`config.mk`:
```
export PLATFORM = sky130hd
export DESIGN_NAME = rcc_rtc_src_switch_ctrl
export DESIGN_NICKNAME = d
export VERILOG_FILES = /design/src/rtl/rcc_rtc_src_switch_ctrl.sv
export SDC_FILE = /design/constraint.sdc
export NUM_CORES = 1
export LEC_CHECK = 0
export ABC_AREA = 1
export CORE_ASPECT_RATIO = 0.5
export CORE_MARGIN = 1.5
export CORE_UTILIZATION = 45
export DETAILED_ROUTE_END_ITERATION = 6
export PLACE_DENSITY = 0.67
export REMOVE_ABC_BUFFERS = 1
export SKIP_CTS_REPAIR_TIMING = 1
export SYNTH_ARGS = -nofsm -noshare
export SYNTH_HDL_FRONTEND = slang
export SYNTH_SLANG_ARGS = --single-unit
```
`constraint.sdc`:
```
create_clock -name clk -period 1.8 [get_ports clk]
set_input_delay 0.18 -clock clk [delete_from_list [all_inputs] [get_ports clk]]
set_output_delay 0.18 -clock clk [all_outputs]
set_load 0.02 [all_outputs]
```
`src/rtl/rcc_rtc_src_switch_ctrl.sv`:
```
// rcc_rtc_src_switch_ctrl
//   Sequences RTC kernel clock source changes. The kernel clock is gated off,
//   the new source is committed, the mux is given time to settle, and the
//   clock is re-enabled once the selected source reports ready. A committed
//   non-zero source is locked until the backup domain is reset. An LSE clock
//   security failure while LSE is selected forces a sticky fault state.
//
// Ports
//   clk          in   controller clock
//   rst_n        in   synchronous active-low reset
//   bdrst        in   backup-domain soft reset, synchronous active-high
//   req_vld      in   source-change request valid
//   req_rdy      out  request accepted when req_vld & req_rdy
//   req_sel[1:0] in   requested source: 00 none, 01 LSE, 10 LSI, 11 HSE_RTC
//   req_en       in   requested rtcen after the switch
//   src_rdy[3:0] in   per-source ready, indexed by select ([0] unused)
//   lsecss_fail  in   LSE clock security failure (already synchronised)
//   rtcsel[1:0]  out  committed source select
//   rtcen        out  RTC kernel clock enable
//   busy         out  sequence in progress
//   done         out  1-cycle pulse, request completed OK
//   err          out  1-cycle pulse, request rejected or failed
//   err_code[1:0] out 00 NOSRC, 01 LOCKED, 10 TIMEOUT, 11 FAULT (held)
//   locked       out  non-zero source committed
//   css_fault    out  sticky LSE CSS fault
module rcc_rtc_src_switch_ctrl #(
  parameter int GATE_WAIT   = 4,
  parameter int SETTLE_WAIT = 8,
  parameter int RDY_TIMEOUT = 1024,
  parameter int CNT_W       = 11
) (
  input  logic             clk,
  input  logic             rst_n,
  input  logic             bdrst,
  input  logic             req_vld,
  output logic             req_rdy,
  input  logic [1:0]       req_sel,
  input  logic             req_en,
  input  logic [3:0]       src_rdy,
  input  logic             lsecss_fail,
  output logic [1:0]       rtcsel,
  output logic             rtcen,
  output logic             busy,
  output logic             done,
  output logic             err,
  output logic [1:0]       err_code,
  output logic             locked,
  output logic             css_fault
);

  typedef enum logic [2:0] {
    S_IDLE, S_GATE_OFF, S_SWITCH, S_SETTLE, S_WAIT_RDY, S_FAULT
  } state_t;

  localparam logic [1:0] EC_NOSRC   = 2'b00;
  localparam logic [1:0] EC_LOCKED  = 2'b01;
  localparam logic [1:0] EC_TIMEOUT = 2'b10;
  localparam logic [1:0] EC_FAULT   = 2'b11;

  localparam logic [CNT_W-1:0] GATE_LAST   = CNT_W'(GATE_WAIT - 1);
  localparam logic [CNT_W-1:0] SETTLE_LAST = CNT_W'(SETTLE_WAIT - 1);
  localparam logic [CNT_W-1:0] RDY_LAST    = CNT_W'(RDY_TIMEOUT - 1);
  localparam logic [CNT_W-1:0] CNT_MAX     = '1;

  state_t           state_reg, state_next;
  logic [CNT_W-1:0] cnt_reg, cnt_next;
  logic [1:0]       req_sel_reg, req_sel_next;
  logic             req_en_reg, req_en_next;
  logic [1:0]       rtcsel_reg, rtcsel_next;
  logic             rtcen_reg, rtcen_next;
  logic             done_next, err_next;
  logic [1:0]       err_code_reg, err_code_next;
  logic             locked_reg, locked_next;
  logic             css_fault_reg, css_fault_next;
  logic             busy_reg, done_reg, err_reg, req_rdy_reg;
  logic             accept;

  // The registered ready is additionally masked by bdrst so a request
  // presented in the same cycle as a backup-domain reset is never accepted.
  assign req_rdy = req_rdy_reg && !bdrst;
  assign accept  = req_vld && req_rdy;

  always_comb begin
    state_next     = state_reg;
    cnt_next       = (cnt_reg == CNT_MAX) ? cnt_reg : cnt_reg + 1'b1;
    req_sel_next   = req_sel_reg;
    req_en_next    = req_en_reg;
    rtcsel_next    = rtcsel_reg;
    rtcen_next     = rtcen_reg;
    done_next      = 1'b0;
    err_next       = 1'b0;
    err_code_next  = err_code_reg;
    locked_next    = locked_reg;
    css_fault_next = css_fault_reg;

    if (lsecss_fail && rtcsel_reg == 2'b01) begin
      // Abort whatever is in flight; selection and lock are left alone.
      state_next     = S_FAULT;
      rtcen_next     = 1'b0;
      css_fault_next = 1'b1;
    end else begin
      case (state_reg)
        S_IDLE: begin
          if (accept) begin
            // Decide on the request as presented; keep a copy for later states.
            req_sel_next = req_sel;
            req_en_next  = req_en;
            if (locked_reg && req_sel != rtcsel_reg) begin
              err_next      = 1'b1;
              err_code_next = EC_LOCKED;
            end else if (req_sel == rtcsel_reg) begin
              if (!req_en) begin
                rtcen_next = 1'b0;
                done_next  = 1'b1;
              end else if (rtcsel_reg == 2'b00) begin
                rtcen_next    = 1'b0;
                err_next      = 1'b1;
                err_code_next = EC_NOSRC;
              end else begin
                state_next = S_WAIT_RDY;
                cnt_next   = '0;
              end
            end else begin
              state_next = S_GATE_OFF;
              cnt_next   = '0;
              rtcen_next = 1'b0;
            end
          end
        end
        S_GATE_OFF: begin
          // The select is committed on the way into SWITCH so it is visible
          // while SWITCH is the current state.
          if (cnt_reg == GATE_LAST) begin
            state_next  = S_SWITCH;
            rtcsel_next = req_sel_reg;
            locked_next = |req_sel_reg;
          end
        end
        S_SWITCH: begin
          state_next = S_SETTLE;
          cnt_next   = '0;
        end
        S_SETTLE: begin
          if (cnt_reg == SETTLE_LAST) begin
            if (!req_en_reg) begin
              done_next  = 1'b1;
              state_next = S_IDLE;
            end else begin
              state_next = S_WAIT_RDY;
              cnt_next   = '0;
            end
          end
        end
        S_WAIT_RDY: begin
          if (src_rdy[rtcsel_reg]) begin
            rtcen_next = 1'b1;
            done_next  = 1'b1;
            state_next = S_IDLE;
          end else if (cnt_reg == RDY_LAST) begin
            err_next      = 1'b1;
            err_code_next = EC_TIMEOUT;
            state_next    = S_IDLE;
          end
        end
        S_FAULT: begin
          if (accept) begin
            err_next      = 1'b1;
            err_code_next = EC_FAULT;
          end
        end
        default: state_next = S_IDLE;
      endcase
    end
  end

  always_ff @(posedge clk) begin
    if (!rst_n || bdrst) begin
      state_reg     <= S_IDLE;
      cnt_reg       <= '0;
      req_sel_reg   <= 2'b00;
      req_en_reg    <= 1'b0;
      rtcsel_reg    <= 2'b00;
      rtcen_reg     <= 1'b0;
      busy_reg      <= 1'b0;
      done_reg      <= 1'b0;
      err_reg       <= 1'b0;
      err_code_reg  <= 2'b00;
      locked_reg    <= 1'b0;
      css_fault_reg <= 1'b0;
      req_rdy_reg   <= 1'b0;
    end else begin
      state_reg     <= state_next;
      cnt_reg       <= cnt_next;
      req_sel_reg   <= req_sel_next;
      req_en_reg    <= req_en_next;
      rtcsel_reg    <= rtcsel_next;
      rtcen_reg     <= rtcen_next;
      busy_reg      <= (state_next != S_IDLE) && (state_next != S_FAULT);
      done_reg      <= done_next;
      err_reg       <= err_next;
      err_code_reg  <= err_code_next;
      locked_reg    <= locked_next;
      css_fault_reg <= css_fault_next;
      req_rdy_reg   <= (state_next == S_IDLE) || (state_next == S_FAULT);
    end
  end

  assign rtcsel    = rtcsel_reg;
  assign rtcen     = rtcen_reg;
  assign busy      = busy_reg;
  assign done      = done_reg;
  assign err       = err_reg;
  assign err_code  = err_code_reg;
  assign locked    = locked_reg;
  assign css_fault = css_fault_reg;

endmodule

```
==> results by group <==
Route
  • Post-route ant nets: 0
  • Avg WL per Cell: about 11 um
  • Vias: around 1700
  • Via density: between 4 and 5
  • TritonRoute pass-1 iters: 4
  • Final wirelength: 3893 um
  • DRC viols: 0
  • DRT iter0 DRCs: between 60 and 70

Synth
  • Multiplexer area fraction after synthesis: less than 1%
  • Syn avg cell area: ~6.7 um2
  • Syn. warnings: 0
  • Register area share after synthesis: 31.93%
  • Post-synthesis compound-gate area fraction: 10.19%
  • Yosys reg bits: 28
  • EDFF count, synth: 0
  • Count of cell types in the netlist: 32
  • Adder-Cell Fraction of Synth Area: less than 1%
  • Ys flop type: dfxtp_1
  • Cells after synthesis: about 260
  • Area of the mapped netlist: 1755 um2
  • Synth async-reset ratio: 0%
  • Largest family of logic cells by synthesized area: simple AND/OR/NAND/NOR gates
  • Post-synthesis simple-gate area fraction: between 40% and 50%
  • XOR/XNOR Fraction of Synth Area: ~2%

Global routing
  • GRT Total Usage: between 15 and 20%
  • Largest net degree at the start of global routing: 16
  • First-pass GRT wire length: 6423 um
  • GRT overflow: 0
  • Vias in the first global route: ~1400
  • Initial antenna violation count: 0

Floorplanning
  • Die Width: approximately 91 um
  • I/O Pins: 23
  • Die ar.: approximately 4300 um2
  • Initial Util: 48.97%
  • Placeable Area: 3585 um2
  • Die height: ~47 um
  • Number of core rows: 15

Finish
  • Non-filler instance count after layout: around 350
  • Most common cell after layout, fill and taps aside: nand2_1
  • Commonest non-fill, non-tap cells in the layout: nand2_1 (65), inv_1 (39), dfxtp_1 (28)
  • Final Util: slightly above 60%
  • Max reg flops: 11
  • Fill cells: 346
  • Multi-input gate area: ~1000 um2
  • Final Cell Area: roughly 2200 um2
  • Fraction of layout instances using a drive strength above 1: around 19%
  • Diodes inserted: 0
  • Register area: 560.5 um2
  • Layout area overhead: 23.24%
  • Nets: just over 300

Power and ir drop
  • VDD IR max: between 0.2 and 0.3 mV
  • Leak pwr: approximately 0.0010 uW
  • PD cells: 525.2 nW/um2

Worst setup path
  • Launch point of the worst path: cnt_reg[0]$_SDFF_PP0_
  • Kind of capture point of the worst setup path: flip-flop
  • Reg2Reg Depth: 9
  • RR Startpoint: cnt_reg[0]$_SDFF_PP0_
  • Setup CP Type: flip-flop to flip-flop
  • Critical R2R Capture: cnt_reg[4]$_SDFF_PP0_
  • Worst-path fanout max: 10
  • Worst EP arrival: ~1.8 ns
  • Worst Setup Start Kind: flip-flop
  • Required time worst endpoint: roughly 2.0 ns
  • Register-to-register setup slack: between 0.15 and 0.2 ns

Timing
  • Period minus WS final: ~1.6 ns
  • Setup tns final: 0 ns
  • Count of pins over their slew limit: 0
  • RSZ-0062 raised after global routing: no
  • Fin crit share: around nine tenths
  • Setup violators final: 0
  • Setup Skew: approximately 0.0057 ns
  • Hold_ws: 0.4671 ns
  • Slew margin rel.: 76.44%
  • Max Freq: around 610 MHz
  • Worst slew pin tran: between 0.3 and 0.4 ns
  • Final hold violation count: 0

Placed design
  • Half-perimeter wire length after placement: slightly above 3000 um
  • RePlAce Congestion: slightly below 0.9
  • DP Cell Count: 343
  • Placement Cell Area: between 2000 and 2500 um2
  • IO Port Bufs: 22

Hold path
  • Worst hold path depth: 2
  • Worst Hold Path EP: err_code[1]$_SDFFE_PP0P_
  • Hold WC Path Type: flip-flop to flip-flop
  • Hold Crit Start: err_code[1]$_SDFFE_PP0P_

Clock network
  • Worst-path clk slew: approximately 0.1 ns
  • Cts bufs inserted: 3
  • Bufs on Longest Clock Path: 2
  • Root Buffer: clkbuf_8
  • CTS tree: built
  • Clk_lat worst skew: around 0.28 ns
  • CTS H-tree lvls: 1
  • Clock sinks: 28

Run status
  • Status: complete, no violations

Job
  • Max-cap viol count: 0
## critical path, stage by stage (launching register included)
cell       delay (ns)
dfxtp_1          0.34
ha_1             0.22
nand3_1          0.10
nor2_2           0.17
nand2_1          0.12
o21ai_2          0.15
o2111ai_2        0.13
nand2_2          0.12
buf_12           0.15
nor2_4           0.04
## routing by layer
layer	global-route usage (%)	routed length, um	vias to the layer above
met3	4.369	183	2
met1	25.65	2083	729
li1	-	-	900
met2	34.33	1611	40
met4	3.750	14	0
met5	0	0	-
## per-stage QoR
step / setup slack, ns / power, uW
after floorplan: 0.1315 / 697.8
after global placement: 0.07112 / 748.3
after detailed placement: 0.05865 / 749.4
after CTS: 0.1575 / 1152
after global routing: 0.005057 / 1189
final: 0.1596 / 1136
## worst max path at each step
stage | cells past startpoint | end | slack, ns
CTS | 9 | cnt_reg[7]$_SDFF_PP0_ | 0.16
global placement | 10 | cnt_reg[4]$_SDFF_PP0_ | 0.07
floorplan | 8 | cnt_reg[3]$_SDFF_PP0_ | 0.13
finish | 9 | cnt_reg[4]$_SDFF_PP0_ | 0.16
global route | 12 | busy$_SDFF_PP0_ | 0.005
detailed placement | 10 | cnt_reg[1]$_SDFF_PP0_ | 0.06
## power breakdown
group          total, uW  switching [uW]  internal, uW
logic                109            57.6          51.6
clock network        400             204           196
registers            627            2.42           624
## layout make-up
class                   count  share of cell area, %
clock buffers               4                  2.545
inverters                  44                  7.634
multi-input cells         188                  46.73
flip-flops and latches     28                  25.91
well taps                  51                  2.950
repair buffers             32                  14.23
## cells by family after synthesis
logic type / Yosys count
AND/OR/NAND/NOR: 154
adder cells (fa/ha/maj): 1
XOR/XNOR: 4
multiplexers: 1
flip-flops: 28
AO/OA/AOI/OAI: 28
buffers and inverters: 46
## Yosys cell counts (2+ instances only)
| cell type | n | share of area [%] |
|---|---|---|
| nand2_2 | 6 | 2.1 |
| inv_1 | 39 | 8.3 |
| nand4_1 | 5 | 1.8 |
| o21ai_0 | 9 | 2.6 |
| nor2_4 | 5 | 3.2 |
| inv_2 | 4 | 0.86 |
| a21oi_1 | 10 | 2.9 |
| nor2_1 | 24 | 5.1 |
| o22ai_1 | 2 | 0.71 |
| nand2_4 | 3 | 1.9 |
| nand4_2 | 3 | 2.1 |
| dfxtp_1 | 28 | 32 |
| o21a_1 | 2 | 0.86 |
| nor3_1 | 5 | 1.4 |
| nand2_1 | 65 | 14 |
| nand3_1 | 18 | 5.1 |
| xor2_1 | 3 | 1.5 |
| nor2_2 | 17 | 6.1 |
No activity file was read; power rests on OpenSTA's default activity.
